File: src/rtl/regfile_clr_pkg.sv
// Shared register-file defines, FSM encoding and sizing for regfile_clr.
// Optional feature macro: REGFILE_PARITY_EN (adds one even-parity bit per register).
`ifndef REGFILE_CLR_DEFINES
`define REGFILE_CLR_DEFINES
`define RegBus       31:0
`define RegAddrBus   4:0
`define RegNum       32
`define ZeroWord     32'h0000_0000
`define WriteEnable  1'b1
`define WriteDisable 1'b0
`define ReadEnable   1'b1
`define ReadDisable  1'b0
`define RF_CLEAR     1'b0
`define RF_READY     1'b1
`endif

package regfile_clr_pkg;
  localparam int NREG = `RegNum;
  localparam int AW   = $clog2(NREG);
  localparam int DW   = 32;
`ifdef REGFILE_PARITY_EN
  localparam int SW   = DW + 1;
`else
  localparam int SW   = DW;
`endif

  typedef enum logic {
    ST_CLEAR = `RF_CLEAR,
    ST_READY = `RF_READY
  } rf_state_e;

  // Even parity: the stored bit makes the total number of ones even.
  function automatic logic even_parity(input logic [DW-1:0] d);
    return ^d;
  endfunction
endpackage

File: src/rtl/regfile_clr_if.sv
// Write-back / decode-read bus of the register file.
// Handshake: no valid/ready; reads are combinational and writes take effect on the edge with we=1.
interface regfile_clr_if
  import regfile_clr_pkg::*;
#(
  parameter int A_W = AW,
  parameter int D_W = DW
);
  logic           we;
  logic [A_W-1:0] waddr;
  logic [D_W-1:0] wdata;
  logic           re1;
  logic [A_W-1:0] raddr1;
  logic [D_W-1:0] rdata1;
  logic           re2;
  logic [A_W-1:0] raddr2;
  logic [D_W-1:0] rdata2;

  modport master (
    output we, waddr, wdata, re1, raddr1, re2, raddr2,
    input  rdata1, rdata2
  );

  modport slave (
    input  we, waddr, wdata, re1, raddr1, re2, raddr2,
    output rdata1, rdata2
  );
endinterface

File: src/rtl/regfile_clr_rdport.sv
// One combinational read port: masking, same-cycle write bypass and optional parity check.
module regfile_rdport
  import regfile_clr_pkg::*;
#(
  parameter int A_W = AW,
  parameter int D_W = DW,
  parameter int S_W = SW
) (
  input  logic           rst,
  input  logic           ready,
  input  logic           re,
  input  logic [A_W-1:0] raddr,
  input  logic           we,
  input  logic [A_W-1:0] waddr,
  input  logic [D_W-1:0] wdata,
  input  logic [S_W-1:0] word,
  output logic [D_W-1:0] rdata,
  output logic           err
);
  always_comb begin
    rdata = '0;
    err   = 1'b0;
    if (!rst && ready && re && (raddr != '0)) begin
      if (we && (waddr == raddr)) begin
        rdata = wdata;
      end else begin
        rdata = word[D_W-1:0];
`ifdef REGFILE_PARITY_EN
        // Data plus its stored even-parity bit must have an even number of ones.
        err = ^word;
`endif
      end
    end
  end
endmodule

File: src/rtl/regfile_clr.sv
// General-purpose register file with post-reset clear sequencer and write-to-read bypass.
// Optional feature macro: REGFILE_PARITY_EN (sticky parity error on perr_o).
module regfile_clr
  import regfile_clr_pkg::*;
(
  input  logic         clk,
  input  logic         rst,
  regfile_clr_if.slave bus,
  output logic         ready_o,
  output logic         stallreq_o,
  output logic         perr_o
);
  rf_state_e         state, state_next;
  logic [AW-1:0]     ptr, ptr_next;
  logic              clear_en;
  logic [SW-1:0]     regs [NREG];
  logic [SW-1:0]     wword;
  logic              err1, err2;
  logic              perr;

  always_ff @(posedge clk) begin
    if (rst) begin
      state <= ST_CLEAR;
      ptr   <= AW'(1);
    end else begin
      state <= state_next;
      ptr   <= ptr_next;
    end
  end

  // The clear walks $1..$NREG-1 and hands over to READY after the last one.
  always_comb begin
    state_next = state;
    ptr_next   = ptr;
    clear_en   = 1'b0;
    case (state)
      ST_CLEAR: begin
        clear_en = 1'b1;
        ptr_next = ptr + AW'(1);
        if (ptr == AW'(NREG - 1)) state_next = ST_READY;
      end
      ST_READY: state_next = ST_READY;
      default:  state_next = ST_CLEAR;
    endcase
  end

  assign ready_o    = (state == ST_READY);
  assign stallreq_o = ~ready_o;

`ifdef REGFILE_PARITY_EN
  assign wword = {even_parity(bus.wdata), bus.wdata};
`else
  assign wword = bus.wdata;
`endif

  always_ff @(posedge clk) begin
    if (!rst) begin
      if (clear_en) begin
        regs[ptr] <= '0;
      end else if (bus.we && (bus.waddr != '0)) begin
        regs[bus.waddr] <= wword;
      end
    end
  end

  regfile_rdport #(.A_W(AW), .D_W(DW), .S_W(SW)) u_rd1 (
    .rst   (rst),
    .ready (ready_o),
    .re    (bus.re1),
    .raddr (bus.raddr1),
    .we    (bus.we),
    .waddr (bus.waddr),
    .wdata (bus.wdata),
    .word  (regs[bus.raddr1]),
    .rdata (bus.rdata1),
    .err   (err1)
  );

  regfile_rdport #(.A_W(AW), .D_W(DW), .S_W(SW)) u_rd2 (
    .rst   (rst),
    .ready (ready_o),
    .re    (bus.re2),
    .raddr (bus.raddr2),
    .we    (bus.we),
    .waddr (bus.waddr),
    .wdata (bus.wdata),
    .word  (regs[bus.raddr2]),
    .rdata (bus.rdata2),
    .err   (err2)
  );

  // Without parity both error bits are constant 0, so this flag never sets.
  always_ff @(posedge clk) begin
    if (rst)               perr <= 1'b0;
    else if (err1 | err2)  perr <= 1'b1;
  end

  assign perr_o = perr;
endmodule

File: src/flat_wrapper.sv
// flat-port wrapper written by rule: the top's interface ports become plain ports
module regfile_clr_flat import regfile_clr_pkg::*;
  (clk, rst, ready_o, stallreq_o, perr_o, bus_we, bus_waddr, bus_wdata, bus_re1, bus_raddr1, bus_re2, bus_raddr2, bus_rdata1, bus_rdata2);
  regfile_clr_if bus_i ();
  input  logic clk;
  input  logic rst;
  output logic ready_o;
  output logic stallreq_o;
  output logic perr_o;
  input wire logic [$bits(bus_i.we)-1:0] bus_we;
  input wire logic [$bits(bus_i.waddr)-1:0] bus_waddr;
  input wire logic [$bits(bus_i.wdata)-1:0] bus_wdata;
  input wire logic [$bits(bus_i.re1)-1:0] bus_re1;
  input wire logic [$bits(bus_i.raddr1)-1:0] bus_raddr1;
  input wire logic [$bits(bus_i.re2)-1:0] bus_re2;
  input wire logic [$bits(bus_i.raddr2)-1:0] bus_raddr2;
  output wire logic [$bits(bus_i.rdata1)-1:0] bus_rdata1;
  output wire logic [$bits(bus_i.rdata2)-1:0] bus_rdata2;
  assign bus_i.we = bus_we;
  assign bus_i.waddr = bus_waddr;
  assign bus_i.wdata = bus_wdata;
  assign bus_i.re1 = bus_re1;
  assign bus_i.raddr1 = bus_raddr1;
  assign bus_i.re2 = bus_re2;
  assign bus_i.raddr2 = bus_raddr2;
  assign bus_rdata1 = bus_i.rdata1;
  assign bus_rdata2 = bus_i.rdata2;
  regfile_clr u_core (.clk(clk), .rst(rst), .bus(bus_i), .ready_o(ready_o), .stallreq_o(stallreq_o), .perr_o(perr_o));
endmodule
File: config.mk
export PLATFORM = sky130hd
export DESIGN_NAME = regfile_clr_flat
export DESIGN_NICKNAME = d
export VERILOG_FILES = /design/src/rtl/regfile_clr_pkg.sv /design/src/rtl/regfile_clr_if.sv /design/src/rtl/regfile_clr_rdport.sv /design/src/rtl/regfile_clr.sv /design/src/flat_wrapper.sv
export SDC_FILE = /design/constraint.sdc
export NUM_CORES = 1
export LEC_CHECK = 0
export CELL_PAD_IN_SITES_DETAIL_PLACEMENT = 1
export CELL_PAD_IN_SITES_GLOBAL_PLACEMENT = 1
export CORE_MARGIN = 4
export CORE_UTILIZATION = 30
export DETAILED_ROUTE_END_ITERATION = 6
export DONT_BUFFER_PORTS = 1
export GPL_ROUTABILITY_DRIVEN = 0
export PLACE_DENSITY = 0.54
export SLEW_MARGIN = 25
export SYNTH_ARGS = -nofsm -noshare
export SYNTH_HDL_FRONTEND = slang
export SYNTH_SLANG_ARGS = --single-unit
File: constraint.sdc
create_clock -name clk -period 3.9 [get_ports clk]
set_input_delay 0.39 -clock clk [delete_from_list [all_inputs] [get_ports clk]]
set_output_delay 0.39 -clock clk [all_outputs]
set_load 0.03 [all_outputs]
==> results.yml, run 1 <==
run_status:
  outcome: "finished with violations"
  violations: "slew limit, setup timing"
die:
  io_pins: 119
  die-area_mm2: 0.170
  die_w_um: 413
  initial_utilization_pct: 30.2
  core-area_mm2: 0.163
  row_count: 148
  die_h_um: 413
yosys:
  syn_area_mm2: 0.0492
  async_flop_share_pct: 0
  synthCells: 2766
  synth_fp_nets: 2820
  synth_edf_count: 1024
  yosysSeqAreaShare_pct: 62.8
  ys_types: 52
  syn_avg_cell_area_um2: 17.8
  ys_seq_elements: 1030
  synth_top_area_share_pct: 62.6
  yosys.area.top_type: "edfxtp_1"
  yosys_most_used_dff: "edfxtp_1"
  synthTopCellsByArea: "edfxtp_1 63%, mux4_2 19%, mux2i_1 4.2%, a211oi_1 1.7%, mux2_2 1.4%"
  yosysWarnings: 0
power_and_ir_drop:
  p_total_uw: 24300
  ir_drop_mv: 0.350
  p_leak_uw: 0.0158
  power_density_mw_per_mm2: 434
critical_path:
  r2r-end: "u_core.regs[25][3]"
  reg2reg_depth: 5
  worstPathArrival_ps: 5390
  crit_slowest_cell: "mux4_2"
  timing_worst_setup_path_type: "in2out"
  reg2reg_slack_ps: 740
  max_stage_delay_ps: 1980
  worstPathMaxFanout: 382
  startpoint_type: "primary input"
  endpoint_kind: "output port"
  regToRegStartpoint: "u_core.ready_o"
  required_ps: 3510
  crit_chain: "mux4_2 > mux4_2 > nand2_1 > nand2_1 > a21oi_1 > a311oi_1 > buf_4"
run:
  drv_cap: 0
sta:
  drv_slew: 310
  rsz0062_at_grt: "no"
  slew-limit-headroom_pct: -168
  fin_crit_sh_pct: 148
  period_minus_slack_ps: 5780
  worst_pin_slew_ps: 4020
  tns_ps: -28360
  worst_slack_ps: -1880
  finalSetupViolations: 26
  fmax_mhz: 173
  final_hold_viol_count: 0
  fin_skew_ps: 14.1
cells_and_area:
  layout-drive-gt1-share_pct: 28.8
  fin_nets: 2818
  instances_no_fill: 5038
  area_delta_synth_final_pct: 13.7
  layout_commonest_cell: "edfxtp_1"
  fillers: 16195
  most-common-layout-cells: "1024 x edfxtp_1, 413 x mux4_2, 205 x mux2i_1, 119 x nand2_1, 113 x clkbuf_16"
clocking:
  cts.sinks: 1030
  numCtsBuffers: 113
  path_clk_slew_ps: 60
  htree_levels: 3
  cts-root-buf: "clkbuf_16"
  clk_latency_ps: 720
  cts_tree: "built"
  cts_max_path_buffers: 3
global_route:
  antenna_found_initial: 5
  grt_max_degree: 383
  grt_pass1_vias: 30755
  gr-total-overflow: 0
  grtUsageTotal_pct: 19.5
  grt_pass1_wl_um: 238000
drt:
  drt-initial-drc-count: 2781
  wl_per_cell_um: 33.4
  drc: 0
  ant_nets: 0
  vias: 28725
  viasPerCell: 5.70
  routed_wl_um: 168000
  firstDrtPassIters: 5
placement:
  hpwl_um: 92200
  dp.cells: 4822
  io_buffers: 0
hold_path:
  holdPathStages: 1
  min_from: "bus_wdata[29]"
  min_to: "u_core.regs[4][29]"
  hold_class: "in2reg"
[synthesized netlist by cell type, types with 2 or more instances]
cell type,number
buf_4,37
o31ai_1,30
o21ai_1,18
a22oi_1,41
o221ai_1,11
a21oi_1,98
buf_12,2
xnor2_1,4
o21ai_0,16
buf_2,69
nand3_1,4
clkbuf_1,93
nor3_1,6
nor3b_1,4
mux2_2,61
and2_1,33
a211oi_1,111
nor2b_1,99
buf_1,13
ha_1,2
mux2i_1,205
a22o_1,22
inv_1,9
mux4_2,413
edfxtp_1,1024
dfxtp_1,6
nor2_1,58
a221oi_1,32
buf_6,17
xor2_1,8
nand4_1,3
a21o_1,2
nand2_1,121
o22ai_1,50
a31oi_1,25
and3_1,2
a311oi_1,2
[sequential cells by signal, summed over array words and instances, names as in the netlist]
signal	count
u_core.ptr	5
u_core.ready_o	1
u_core.regs	1024
[cell type report]
| type | instances | area, µm² | share of cell area (%) |
|---|---|---|---|
| Clock buffer | 133 | 2900 | 5.19 |
| Clock inverter | 76 | 820 | 1.47 |
| Inverter | 9 | 33.8 | 0.0604 |
| Timing Repair Buffer | 115 | 1190 | 2.13 |
| Tap cell | 2175 | 2720 | 4.87 |
| Sequential cell | 1030 | 30900 | 55.2 |
| Antenna cell | 5 | 12.5 | 0.0224 |
| Multi-Input combinational cell | 1495 | 17300 | 31.0 |
[routing by layer]
metal	track usage [%]	wire [µm]	vias up
li1	-	-	11652
met1	25.3	69200	15869
met2	33.4	84400	964
met3	3.04	9660	240
met4	6.57	5080	0
met5	0	0	-
[power by group]
group	total, µW	leakage, µW	internal, µW	switching [µW]
Sequential	12200	0.00807	12100	59.9
Combinational	1170	0.00594	658	514
Clock	10900	0.00183	6360	4540
[cell families after synthesis]
family,Yosys count,share of synthesized area [%]
flops,1030,62.8
buf+inv,241,2.65
fa+ha+maj,2,0.0509
simple gates,339,3.42
other cells,1,0.00763
xor+xnor,12,0.214
mux,679,24.5
compound gates,462,6.37
[per-stage QoR]
stage | utilization (%) | area, µm² | hold slack (ps) | setup slack, ps
floorplan | - | 49200 | 492 | 298
global placement | 32.0 | 52100 | 466 | 300
detailed placement | 32.0 | 52100 | 468 | 625
CTS | 34.3 | 55800 | 153 | 362
global route | 34.3 | 55900 | 175 | 269
finish | 34.3 | 55900 | 184 | -1880
[worst max-delay path, delay by kind of cell]
kind | cells | cell delay [ps]
simple gates | 2 | 170
buf+inv | 1 | 210
compound gates | 2 | 220
mux | 2 | 2490
[worst max path at each step]
| stage | startpoint | cells after the start | end |
|---|---|---|---|
| 4_1_cts | u_core.ready_o | 5 | bus_rdata1[11] |
| 6_report | bus_raddr2[1] | 7 | bus_rdata2[30] |
| 2_1_floorplan | u_core.ready_o | 8 | u_core.regs[4][0] |
| 5_1_grt | u_core.ready_o | 6 | bus_rdata1[11] |
| 3_3_place_gp | bus_raddr2[0] | 8 | bus_rdata2[10] |
| 3_5_place_dp | bus_raddr1[0] | 7 | bus_rdata1[11] |
[timing repair]
action	CTS	global route
hold buffers	1	0
setup buffers	0	0
hold endpoints to repair	6	0
gates resized for setup	0	0
(Power assumes the default switching activity.)
==> run 2: changes to the inputs <==
--- a/config.mk
+++ b/config.mk
@@ -8,11 +8,11 @@
 export CELL_PAD_IN_SITES_DETAIL_PLACEMENT = 1
 export CELL_PAD_IN_SITES_GLOBAL_PLACEMENT = 1
 export CORE_MARGIN = 4
-export CORE_UTILIZATION = 30
+export CORE_UTILIZATION = 56
 export DETAILED_ROUTE_END_ITERATION = 6
 export DONT_BUFFER_PORTS = 1
 export GPL_ROUTABILITY_DRIVEN = 0
-export PLACE_DENSITY = 0.54
+export PLACE_DENSITY = 0.86
 export SLEW_MARGIN = 25
 export SYNTH_ARGS = -nofsm -noshare
 export SYNTH_HDL_FRONTEND = slang
==> run 2 against run 1 <==
Effect of this change:
- the run ends with DRC, slew limit, setup timing left
- maximum frequency is 16% higher
- global-route usage is 16 points higher
- combinational power hardly changed
- via count is 10% higher
- non-clock buffer count is 34 lower
- critical path type unchanged
- highest routed layer is now met5
==> results.yml, run 2 (synthesis gave the netlist of run 1 again) <==
cells_and_area:
  most-common-layout-cells: "1024 x edfxtp_1, 413 x mux4_2, 205 x mux2i_1, 119 x nand2_1, 111 x a211oi_1"
  area_delta_synth_final_pct: 9.76
  fin_nets: 2775
  layout_commonest_cell: "edfxtp_1"
  top_register: "u_core.regs"
  design_area_mm2: 0.0540
  largest_register_ffs: 1024
  layout-drive-gt1-share_pct: 28.1
drt:
  wl_per_cell_um: 42.3
  viasPerCell: 7.99
  drt-initial-drc-count: 5049
  vias: 31727
  drc: 1
  ant_nets: 0
  routed_wl_um: 168000
  firstDrtPassIters: 7
clocking:
  htree_levels: 3
  cts_max_path_buffers: 3
  clk_latency_ps: 700
  cts.sinks: 1030
  path_clk_slew_ps: 60
  cts_tree: "built"
  numCtsBuffers: 104
  cts-root-buf: "clkbuf_16"
sta:
  holdWs_ps: 119
  fin_crit_sh_pct: 127
  worst_slack_ps: -1060
  worst_pin_slew_ps: 2950
  fmax_mhz: 202
  drv_slew: 300
  fin_skew_ps: 19.3
  finalSetupViolations: 26
  period_minus_slack_ps: 4960
  rsz0062_at_grt: "no"
  slew-limit-headroom_pct: -96.8
  final_hold_viol_count: 0
hold_path:
  holdPathStages: 1
  hold_class: "in2reg"
critical_path:
  crit_chain: "mux4_2 > nor2_1 > a21oi_1 > a221oi_1 > o21ai_0 > buf_4"
  endpoint_kind: "output port"
  startpoint_type: "primary input"
  required_ps: 3510
  path_buf_inv: 1
  path_depth: 6
  max_stage_delay_ps: 1460
  crit_slowest_cell: "mux4_2"
  worstPathArrival_ps: 4570
  worstPathMaxFanout: 382
  timing_worst_setup_path_type: "in2out"
  reg2reg_depth: 7
  cpLargestDelayFamily: "multiplexers"
power_and_ir_drop:
  switching_power_uw: 5230
  comb_power_share_pct: 5.1
  power_frac_clock_pct: 43.0
  p_int_uw: 18300
  switching_share_pct: 22.2
  p_total_uw: 23500
  p_leak_uw: 0.0155
  power_density_mw_per_mm2: 435
  ir_drop_mv: 0.583
  pwr-share-seq_pct: 51.9
die:
  core-area_mm2: 0.0869
  row_count: 108
  io_pins: 119
  die_h_um: 304
  die_w_um: 304
  initial_utilization_pct: 56.6
  die-area_mm2: 0.0926
global_route:
  grt_pass1_wl_um: 242000
  grt_pass1_vias: 33524
  grtUsageTotal_pct: 36.0
  gr-total-overflow: 0
  antenna_found_initial: 5
  grt_max_degree: 383
run_status:
  violations: "DRC, slew limit, setup timing"
  outcome: "finished with violations"
placement:
  place_ws_ps: 468
  hpwl_um: 87800
  io_buffers: 0
  post_dp_cell_area_mm2: 0.0505
run:
  drv_cap: 0
## run 2: changes by cell type in the layout (fill, tap and decap cells not counted), sizes merged
cell      delta
bufinv       -9
buf         -34
clkbuf       -9
clkinv       -1
inv          -2
clkinvlp     +9
diode        +1
## run 2: area by class of cell
class | instances | area (µm²)
diodes | 6 | 15.0
clock buffers | 124 | 2730
clock inverters | 73 | 662
fillers | 7264 | 32900
inverters | 9 | 33.8
multi-input cells | 1495 | 17400
flip-flops and latches | 1030 | 30900
well taps | 1155 | 1450
repair buffers | 81 | 831
## run 2: final timing paths
| kind | slack [ps] | from | endpoint |
|---|---|---|---|
| worst min register to register | 580 | u_core.ptr[0] | u_core.ptr[0] |
| worst min-delay path | 120 | bus_wdata[14] | u_core.regs[6][14] |
| worst max register to register | 340 | u_core.ready_o | u_core.regs[18][14] |
| worst max-delay path | -1060 | bus_raddr2[1] | bus_rdata2[5] |
## run 2: metal layers
metal	up-vias	part of all wire (%)	GRT usage (%)
li1	11564	-	-
met1	16179	32	44.8
met2	3147	47	56.3
met3	835	13	9.83
met4	2	7.6	23.1
met5	-	0.046	0
## run 2: timing repair
item,CTS,global route
resized for setup,0,1
hold endpoints to repair,6,0
hold buffers,1,0
buffers inserted,0,0
setup endpoints to repair,0,2
## run 2: worst reg2reg max path, cell delays in order, from the launching register on
cell and delay [ps]:
dfxtp_1 320, buf_4 230, nand2_1 140, or3_1 420, a22oi_1 470, nand2_1 440, nor2_4 470, buf_4 640
## run 2: power groups by stage
stage                     clock network (µW)  registers [µW]  logic (µW)
final                                  10100           12200        1190
after global routing                   10600           12200        1180
after CTS                              10100           12200        1120
after detailed placement                   0           12400        1090
after global placement                     0           12400        1040
after floorplan                            0           12400        1110
## run 2: metrics by stage
step           TNS (ps)  instances  util (%)
6_report         -14840       3973      62.1
5_1_grt               0       3968      62.1
4_1_cts               0       3966      62.0
3_5_place_dp          0       3768      58.1
3_3_place_gp          0       3767      58.1
2_1_floorplan         0       2766         -
